**config.mk**
```make
export PLATFORM = sky130hd
export DESIGN_NAME = divisor_seq_nbits
export DESIGN_NICKNAME = d
export VERILOG_FILES = /design/src/rtl/divisor_seq_nbits.sv
export SDC_FILE = /design/constraint.sdc
export NUM_CORES = 1
export LEC_CHECK = 0
export CAP_MARGIN = 20
export CORE_MARGIN = 5
export CORE_UTILIZATION = 56
export CTS_CLUSTER_DIAMETER = 120
export DETAILED_ROUTE_END_ITERATION = 10
export PLACE_DENSITY = 0.94
export SETUP_SLACK_MARGIN = 0.3
export SLEW_MARGIN = 20
export SYNTH_ARGS = -nofsm -noshare
export SYNTH_HDL_FRONTEND = slang
export SYNTH_SLANG_ARGS = --single-unit
```
**constraint.sdc**
```tcl
create_clock -name clk -period 2.9 [get_ports clk]
set_input_delay 0.435 -clock clk [delete_from_list [all_inputs] [get_ports clk]]
set_output_delay 0.435 -clock clk [all_outputs]
set_load 0.01 [all_outputs]
```
**src/rtl/divisor_seq_nbits.sv**
```systemverilog
// divisor_seq_nbits
// -----------------------------------------------------------------------------
// Multi-cycle restoring divider for the ALU datapath. It resolves one quotient
// bit per clock, so it takes over from the 4-bit combinational divider once
// operand widths grow.
//
// Parameters:
//   W      operand/result width in bits (W >= 2)
//
// Ports:
//   clk    system clock, rising edge
//   rst    synchronous active-high reset; aborts any running operation
//   start  request, accepted only while ready=1
//   a, b   dividend / divisor, sampled in the accept cycle
//   ready  high in IDLE and DONE
//   done   one-cycle pulse when q/r/err become valid
//   q, r   quotient / remainder, held until the next accepted start
//   err    1 = last operation divided by zero (q=all ones, r=a)
//
// Build option:
//   DIVISOR_SIGNED_EN  two's-complement operands. Magnitudes are divided by the
//                      unsigned core, and a FIXUP state then applies the signs
//                      (truncating division). Latency grows by one cycle.
// -----------------------------------------------------------------------------
module divisor_seq_nbits #(
    parameter int W = 4
) (
    input  logic         clk,
    input  logic         rst,
    input  logic         start,
    input  logic [W-1:0] a,
    input  logic [W-1:0] b,
    output logic         ready,
    output logic         done,
    output logic [W-1:0] q,
    output logic [W-1:0] r,
    output logic         err
);

    localparam int CW = $clog2(W + 1);
    localparam logic [CW-1:0] LAST = CW'(W - 1);

`ifdef DIVISOR_SIGNED_EN
    typedef enum logic [1:0] {IDLE, BUSY, FIXUP, DONE} state_t;
`else
    typedef enum logic [1:0] {IDLE, BUSY, DONE} state_t;
`endif

    state_t         r_state;
    state_t         w_nextState;
    logic [CW-1:0]  r_cnt;
    logic [W-1:0]   r_rem;
    logic [W-1:0]   r_dvd;
    logic [W-1:0]   r_div;
    logic [W-1:0]   r_q;
    logic [W-1:0]   r_r;
    logic           r_err;
    logic           w_ready;
    logic           w_done;
    logic           w_accept;
    logic           w_lastIter;
    logic [W-1:0]   w_aMag;
    logic [W-1:0]   w_bMag;
    logic [W:0]     w_shift;
    logic [W:0]     w_diff;
    logic           w_borrow;
    logic [W-1:0]   w_remNext;
    logic [W-1:0]   w_quoNext;

`ifdef DIVISOR_SIGNED_EN
    logic r_signA;
    logic r_signB;

    assign w_aMag = a[W-1] ? -a : a;
    assign w_bMag = b[W-1] ? -b : b;
`else
    assign w_aMag = a;
    assign w_bMag = b;
`endif

    // The partial remainder is always below the divisor, so storing W bits
    // suffices; the shifted value needs W+1 bits. Because shifted < 2*divisor,
    // bit W of the W+1-bit difference is exactly the borrow of the trial
    // subtract. r_dvd shifts dividend bits out of its MSB while quotient bits
    // enter at its LSB, so after W steps it holds the quotient.
    assign w_shift   = {r_rem, r_dvd[W-1]};
    assign w_diff    = w_shift - {1'b0, r_div};
    assign w_borrow  = w_diff[W];
    assign w_remNext = w_borrow ? w_shift[W-1:0] : w_diff[W-1:0];
    assign w_quoNext = {r_dvd[W-2:0], ~w_borrow};

    assign w_lastIter = (r_state == BUSY) && (r_cnt == LAST);

    // State register; reset drops any running operation back to IDLE.
    always_ff @(posedge clk) begin
        if (rst) begin
            r_state <= IDLE;
        end else begin
            r_state <= w_nextState;
        end
    end

    // Next-state and handshake decode. DONE behaves like IDLE for accepting a
    // new start, so a back-to-back request loses no cycle. A zero divisor
    // skips BUSY entirely.
    always_comb begin
        w_nextState = r_state;
        w_ready     = 1'b0;
        w_done      = 1'b0;
        w_accept    = 1'b0;
        case (r_state)
            IDLE, DONE: begin
                w_ready  = 1'b1;
                w_done   = (r_state == DONE);
                w_accept = start;
                if (start) begin
                    w_nextState = (b == '0) ? DONE : BUSY;
                end else begin
                    w_nextState = IDLE;
                end
            end
            BUSY: begin
                if (w_lastIter) begin
`ifdef DIVISOR_SIGNED_EN
                    w_nextState = FIXUP;
`else
                    w_nextState = DONE;
`endif
                end
            end
`ifdef DIVISOR_SIGNED_EN
            FIXUP: begin
                w_nextState = DONE;
            end
`endif
            default: begin
                w_nextState = IDLE;
            end
        endcase
    end

    // Datapath. The visible results (r_q/r_r/r_err) are written only on the
    // edge that enters DONE, so they stay stable for the whole next operation.
    always_ff @(posedge clk) begin
        if (rst) begin
            r_cnt <= '0;
            r_rem <= '0;
            r_dvd <= '0;
            r_div <= '0;
            r_q   <= '0;
            r_r   <= '0;
            r_err <= 1'b0;
`ifdef DIVISOR_SIGNED_EN
            r_signA <= 1'b0;
            r_signB <= 1'b0;
`endif
        end else if (w_accept) begin
            r_cnt <= '0;
            r_rem <= '0;
            r_dvd <= w_aMag;
            r_div <= w_bMag;
`ifdef DIVISOR_SIGNED_EN
            r_signA <= a[W-1];
            r_signB <= b[W-1];
`endif
            if (b == '0) begin
                r_q   <= '1;
                r_r   <= a;
                r_err <= 1'b1;
            end
        end else if (r_state == BUSY) begin
            r_rem <= w_remNext;
            r_dvd <= w_quoNext;
            r_cnt <= r_cnt + 1'b1;
`ifndef DIVISOR_SIGNED_EN
            if (w_lastIter) begin
                r_q   <= w_quoNext;
                r_r   <= w_remNext;
                r_err <= 1'b0;
            end
`endif
        end
`ifdef DIVISOR_SIGNED_EN
        // Truncating division: the quotient is negative when the signs differ,
        // and the remainder follows the dividend's sign.
        else if (r_state == FIXUP) begin
            r_q   <= (r_signA ^ r_signB) ? -r_dvd : r_dvd;
            r_r   <= r_signA ? -r_rem : r_rem;
            r_err <= 1'b0;
        end
`endif
    end

    assign ready = w_ready;
    assign done  = w_done;
    assign q     = r_q;
    assign r     = r_r;
    assign err   = r_err;

endmodule

```
==> run_results.csv, run 1 <==
group,metric,value,unit
outcome,status,"finished, final reports clean",
detailed_routing,drt_iter0_drc,65,
layout,drive_above_1_share,6.417,%
clock_network,cts_tree,"built",
detailed_routing,post_drt_via_cell_ratio,5.912,
clock_network,clock-root-buffer,"clkbuf_4",
timing,tightestPinTransition,524.5,ps
layout,area_growth,17.05,%
timing,finalSetupViolCount,0,
synth,synthCells,171,
detailed_routing,firstDrtPassIters,4,
synth,synth_area,1401,µm²
detailed_routing,drtAntennaViolNets,0,
synth,syn_area_per_cell,8.195,µm²
floorplan,die_y,60.03,µm
clock_network,htreeDepth,1,
synth,synth-edff-count,0,
pwr,pwr-share-clk,23.8,%
clock_network,cts_num_sinks,26,
synth,ys_seq_area_share,37.14,%
synth,synth_common_cells,"nand2_1, dfxtp_1, nor2_1",
timing,fin_ws,597.4,ps
timing,hold_viol,0,
clock_network,hold_buffers,0,
layout,antenna-diode-count,0,
floorplan,start_util,57.61,%
synth,async_flop_share,0,%
synth,synth_top_cell_area_share,37.14,%
timing,fmax,0.4343,GHz
timing,drv_slew,0,
global_routing,antenna_found_initial,0,
clock_network,clk_latency,320,ps
pwr,p_int,0.5318,mW
floorplan,die-area,3603,µm²
pwr,powerDensity,460.8,nW/µm²
timing,fin_crit,2303,ps
hold_path,min_path_type,"flip-flop to flip-flop",
clock_network,clkTransAtPathRegs,140,ps
clock_network,cts_resized,0,
timing,timing.setup.tns,0,ps
place,place_congestion,0.8823,
synth,synthesis.nets,189,
synth,synth_cell_types,46,
floorplan,die_w,60.03,µm
worst_setup_path,crit_required,3150,ps
pwr,p_sw,0.2240,mW
worst_setup_path,path_max_fanout,7,
worst_setup_path,worstSetupStartpointType,"flip-flop",
synth,synth-main-ff-cell,"dfxtp_1",
place,place_worst_setup_slack,606.8,ps
synth,ys.warnings.count,0,
worst_setup_path,cp.arrival,2560,ps
timing,relSlewSlack,65.03,%
clock_network,cts_setup_buffers,0,
pwr,switching_share,29.64,%
synth,synth_area_leaders,"dfxtp_1, nand2_1, ha_1, nor2_1, a21oi_1",
global_routing,grt_pass1_vias,1256,
pwr,peakVddDrop,0.0004179,V
detailed_routing,routed_wl,3338,µm
clock_network,cts-buffers-inserted,3,
floorplan,num_rows,18,
worst_setup_path,crit_type,"flip-flop to flip-flop",
place,place_hpwl,2501,µm
clock_network,cts_buffer_depth,2,
detailed_routing,post-route-drc-count,0,
synth,yosys.area.top_type,"dfxtp_1",
synth,synth_most_common_cell,"nand2_1",
synth,synth_seq_cells,26,
floorplan,io_pins,22,
flow_run,cap_violations,0,
pwr,seqPwrFrac,51.6,%
timing,rsz0062_at_grt,"no",
global_routing,grt_usage,20.20,%
global_routing,grt_pass1_wl,5547,µm
pwr,p_leak,0.6130,nW
layout,finalInstanceArea,1640,µm²
place,place_area,1604,µm²
global_routing,grt_max_degree,20,
timing,hold_slack,465.4,ps
layout,fin_nets,206,
global_routing,grt.overflow.total,0,
place,io_buffers,21,
timing,fin_crit_sh,79.40,%
timing,clock_skew,4.517,ps
pwr,combPwrFrac,24.6,%
floorplan,core-area,2432,µm²
detailed_routing,wire_per_inst,15.38,µm
worst_setup_path,end_kind,"flip-flop",
detailed_routing,dr_total_vias,1283,
## cell families after synthesis
group	after synthesis	synth area share [%]
adder cells (fa/ha/maj)	7	6.786
buffers and inverters	19	6.428
XOR/XNOR	4	3.840
AO/OA/AOI/OAI	33	16.52
multiplexers	4	3.303
AND/OR/NAND/NOR	78	25.98
flip-flops	26	37.14
## critical path: stages, from the launching register on
cell     delay, ps
dfxtp_1        360
inv_1           80
ha_1           160
inv_1           50
fa_1           410
nand3_1        120
and2_1         350
xnor2_4        210
mux2_2         370
o22ai_1        120
## per-stage QoR
| stage | util, % | std cells | power, mW |
|---|---|---|---|
| detailed placement | 65.95 | 213 | 0.5795 |
| floorplan | - | 171 | 0.5340 |
| finish | 67.44 | 217 | 0.7558 |
| global route | 67.44 | 217 | 0.7988 |
| global placement | 65.95 | 213 | 0.5700 |
| CTS | 67.44 | 217 | 0.7561 |
## layout make-up
class,count,area [µm²]
clock buffer,4,36.28
fill,190,792.0
inverter,8,30.03
multi-input combinational,126,790.8
sequential,26,520.5
tap,30,37.54
timing repair buffer,23,225.2
## flip-flops by register name (all words and copies together) (netlist names)
| register | cells |
|---|---|
| r | 4 |
| q | 4 |
| r_div | 4 |
| r_state | 2 |
| err | 1 |
| r_cnt | 3 |
| r_dvd | 4 |
| r_rem | 4 |
## layer usage
layer	wire length, µm	up-vias	GRT usage, %
li1	-	625	-
met1	1350	601	24.54
met2	1746	51	34.72
met3	190	6	3.672
met4	51	0	8.228
met5	0	-	0
## worst paths after layout
| kind | from | end | slack, ps | depth (start not counted) |
|---|---|---|---|---|
| max | r_dvd[3] | r_rem[0] | 600 | 9 |
| min | r_div[2] | r_div[2] | 470 | 2 |
| max reg2reg | r_dvd[3] | r_rem[0] | 600 | 9 |
| min reg2reg | r_div[2] | r_div[2] | 470 | 2 |
## power by group through the flow
| stage | Clock [mW] | Combinational (mW) | Sequential (mW) |
|---|---|---|---|
| after detailed placement | 0 | 0.182 | 0.398 |
| after global placement | 0 | 0.173 | 0.397 |
| after global routing | 0.202 | 0.204 | 0.394 |
| after CTS | 0.183 | 0.184 | 0.390 |
| after floorplan | 0 | 0.140 | 0.394 |
| final | 0.180 | 0.186 | 0.390 |
## cell usage in the layout (no fill, tap or decap), drive strengths merged, types with 3 or more instances in the layout
master	synthesis	layout
a21oi	9	9
a311oi	3	3
a31oi	3	3
and2	3	3
clkbuf	6	4
clkdlybuf4s50	0	21
dfxtp	26	26
ha	6	6
inv	8	8
nand2	29	29
nand2b	3	3
nand3	7	7
nor2	18	18
nor2b	3	3
nor3	5	5
o22ai	5	5
No activity file was read; power rests on OpenSTA's default activity.
==> inputs of run 2 (changes only) <==
Settings changed: CORE_UTILIZATION 56 to 52, PLACE_DENSITY 0.94 to 0.89.
Clock period 2.9 ns to 2.2 ns, I/O delays scaled along.
==> run 2 against run 1 <==
Net effect:
- sequential power up 32%
- worst hold slack better by 14 ps
- critical path depth decreased by 1
- clock power is 38% higher
- total power grew 41%
- worst setup slack worse by 300 ps
- wire length rose by 7.6%
- combinational power up 61%
- global-route usage grew 1.5 points
- core utilization up 2.4 points
- largest cell class unchanged
==> run_results.csv, run 2 (same netlist as run 1, synthesis figures left out) <==
group,metric,value,unit
clock_network,clock-root-buffer,"clkbuf_4",
pwr,seqPwrFrac,48.5,%
detailed_routing,routed.top_layer,"met4",
detailed_routing,routed_wl,3593,µm
global_routing,grt_pass1_vias,1391,
worst_setup_path,crit_family,"adder cells",
floorplan,start_util,55.56,%
outcome,status,"finished, final reports clean",
detailed_routing,post-route-drc-count,0,
timing,tightestPinTransition,465.0,ps
timing,hold_viol,0,
pwr,combPwrFrac,28.2,%
flow_run,cap_violations,0,
detailed_routing,dr_total_vias,1341,
worst_setup_path,worstSetupStartpointType,"flip-flop",
timing,finalSetupViolCount,0,
timing,relSlewSlack,68.96,%
clock_network,cts_buffer_depth,2,
detailed_routing,met3RoutedLength,230,µm
detailed_routing,routed-wl-met2,1812,µm
worst_setup_path,crit_required,2430,ps
floorplan,die_y,61.91,µm
pwr,pwr-share-clk,23.3,%
worst_setup_path,cpPeakStageDelay,420,ps
detailed_routing,wire_per_inst,15.90,µm
worst_setup_path,slowest_stage,"dfxtp_1",
detailed_routing,drtAntennaViolNets,0,
worst_setup_path,cp.arrival,2140,ps
layout,final_util,69.79,%
layout,fin_nets,215,
clock_network,cts-buffers-inserted,3,
global_routing,grt_usage,21.67,%
clock_network,clkTransAtPathRegs,140,ps
layout,antenna-diode-count,0,
detailed_routing,firstDrtPassIters,4,
layout,area_growth,25.63,%
pwr,powerDensity,604.2,nW/µm²
timing,drv_slew,0,
worst_setup_path,end_kind,"flip-flop",
clock_network,hold_buffers,0,
timing,rsz0062_at_grt,"yes",
place,place_inst,217,
clock_network,cts_num_sinks,26,
pwr,p_int,0.7395,mW
global_routing,antenna_found_initial,0,
timing,timing.setup.tns,0,ps
clock_network,htreeDepth,1,
detailed_routing,drt_iter0_drc,68,
global_routing,grt_pass1_wl,6168,µm
layout,layout.cells.most_common,"nand2_1",
detailed_routing,post_drt_via_cell_ratio,5.934,
floorplan,io_pins,22,
timing,fmax,0.5243,GHz
layout,layout_common_cells,"nand2_1, dfxtp_1, clkdlybuf4s50_1",
worst_setup_path,crit_chain,"ha_4 -> inv_2 -> fa_2 -> nand3_2 -> and2_4 -> xnor2_4 -> mux2i_2 -> o22ai_1",
floorplan,die-area,3833,µm²
pwr,switching_share,30.48,%
place,place_hpwl,2633,µm
timing,fin_crit_sh,86.70,%
layout,drive_above_1_share,17.35,%
timing,clock_skew,1.855,ps
pwr,p_sw,0.3242,mW
global_routing,grt.overflow.total,0,
global_routing,grt_max_degree,19,
worst_setup_path,path_max_fanout,6,
floorplan,num_rows,18,
hold_path,min_path_type,"flip-flop to flip-flop",
floorplan,core-area,2522,µm²
clock_network,cts_tree,"built",
detailed_routing,wl_met1,1466,µm
worst_setup_path,worst-path-buf-inv,1,
place,place_congestion,0.8936,
layout,stdcell_count,226,
clock_network,clk_latency,330,ps
worst_setup_path,crit_type,"flip-flop to flip-flop",
place,io_buffers,21,
pwr,p_leak,0.6679,nW
timing,fin_crit,1907,ps
floorplan,die_w,61.91,µm
pwr,peakVddDrop,0.0004919,V
run 2: routing by layer:
metal  track usage, %  vias to the layer above
li1                 -                      649
met3            2.893                       11
met1            27.05                      615
met4            8.182                        0
met2            37.82                       66
met5                0                        -
run 2: layout make-up:
class	instances	area (µm²)
clock buffers	4	36.28
fillers	185	762.0
inverters	8	30.03
multi-input cells	126	840.8
flip-flops and latches	26	523.0
well taps	30	37.54
repair buffers	32	292.8
run 2: timing repair:
item,CTS,global route
setup endpoints to repair,6,9
pin swaps,4,4
gates resized for setup,3,5
buffers inserted,4,1
run 2: power groups by stage:
stage	sequential, mW	combinational [mW]	clock, mW
after global routing	0.520	0.324	0.271
after global placement	0.524	0.249	0
after detailed placement	0.525	0.262	0
final	0.516	0.300	0.248
after floorplan	0.520	0.197	0
after CTS	0.515	0.290	0.251
run 2: worst paths after layout:
check	start	to	slack [ps]	cells past startpoint
worst max-delay path	r_div[0]	r[2]	290	8
worst min-delay path	r_div[2]	r_div[2]	480	2
worst max register to register	r_div[0]	r[2]	290	8
worst min register to register	r_div[2]	r_div[2]	480	2
run 2: worst reg2reg max path, cell delays in order, from the launching register on:
cell and delay [ps]:
dfxtp_1 420, ha_4 160, inv_2 40, fa_2 360
nand3_2 80, and2_4 170, xnor2_4 170, mux2i_2 300
o22ai_1 120
run 2: through the flow:
stage          hold WS, ps  setup slack [ps]  area [µm²]  power [mW]
2_1_floorplan        436.3             311.8        1419      0.7164
3_3_place_gp         447.3             141.9        1652      0.7724
3_5_place_dp         461.0             54.81        1652      0.7867
4_1_cts              479.6             323.8        1738       1.056
5_1_grt              507.4             206.9        1760       1.115
6_report             479.2             292.6        1760       1.064
==> inputs of run 3 (changes only) <==
Settings changed: HOLD_SLACK_MARGIN from default to 0.15.
==> results of run 3 <==
Final layout, timing and power as in run 2 (identical DEF).
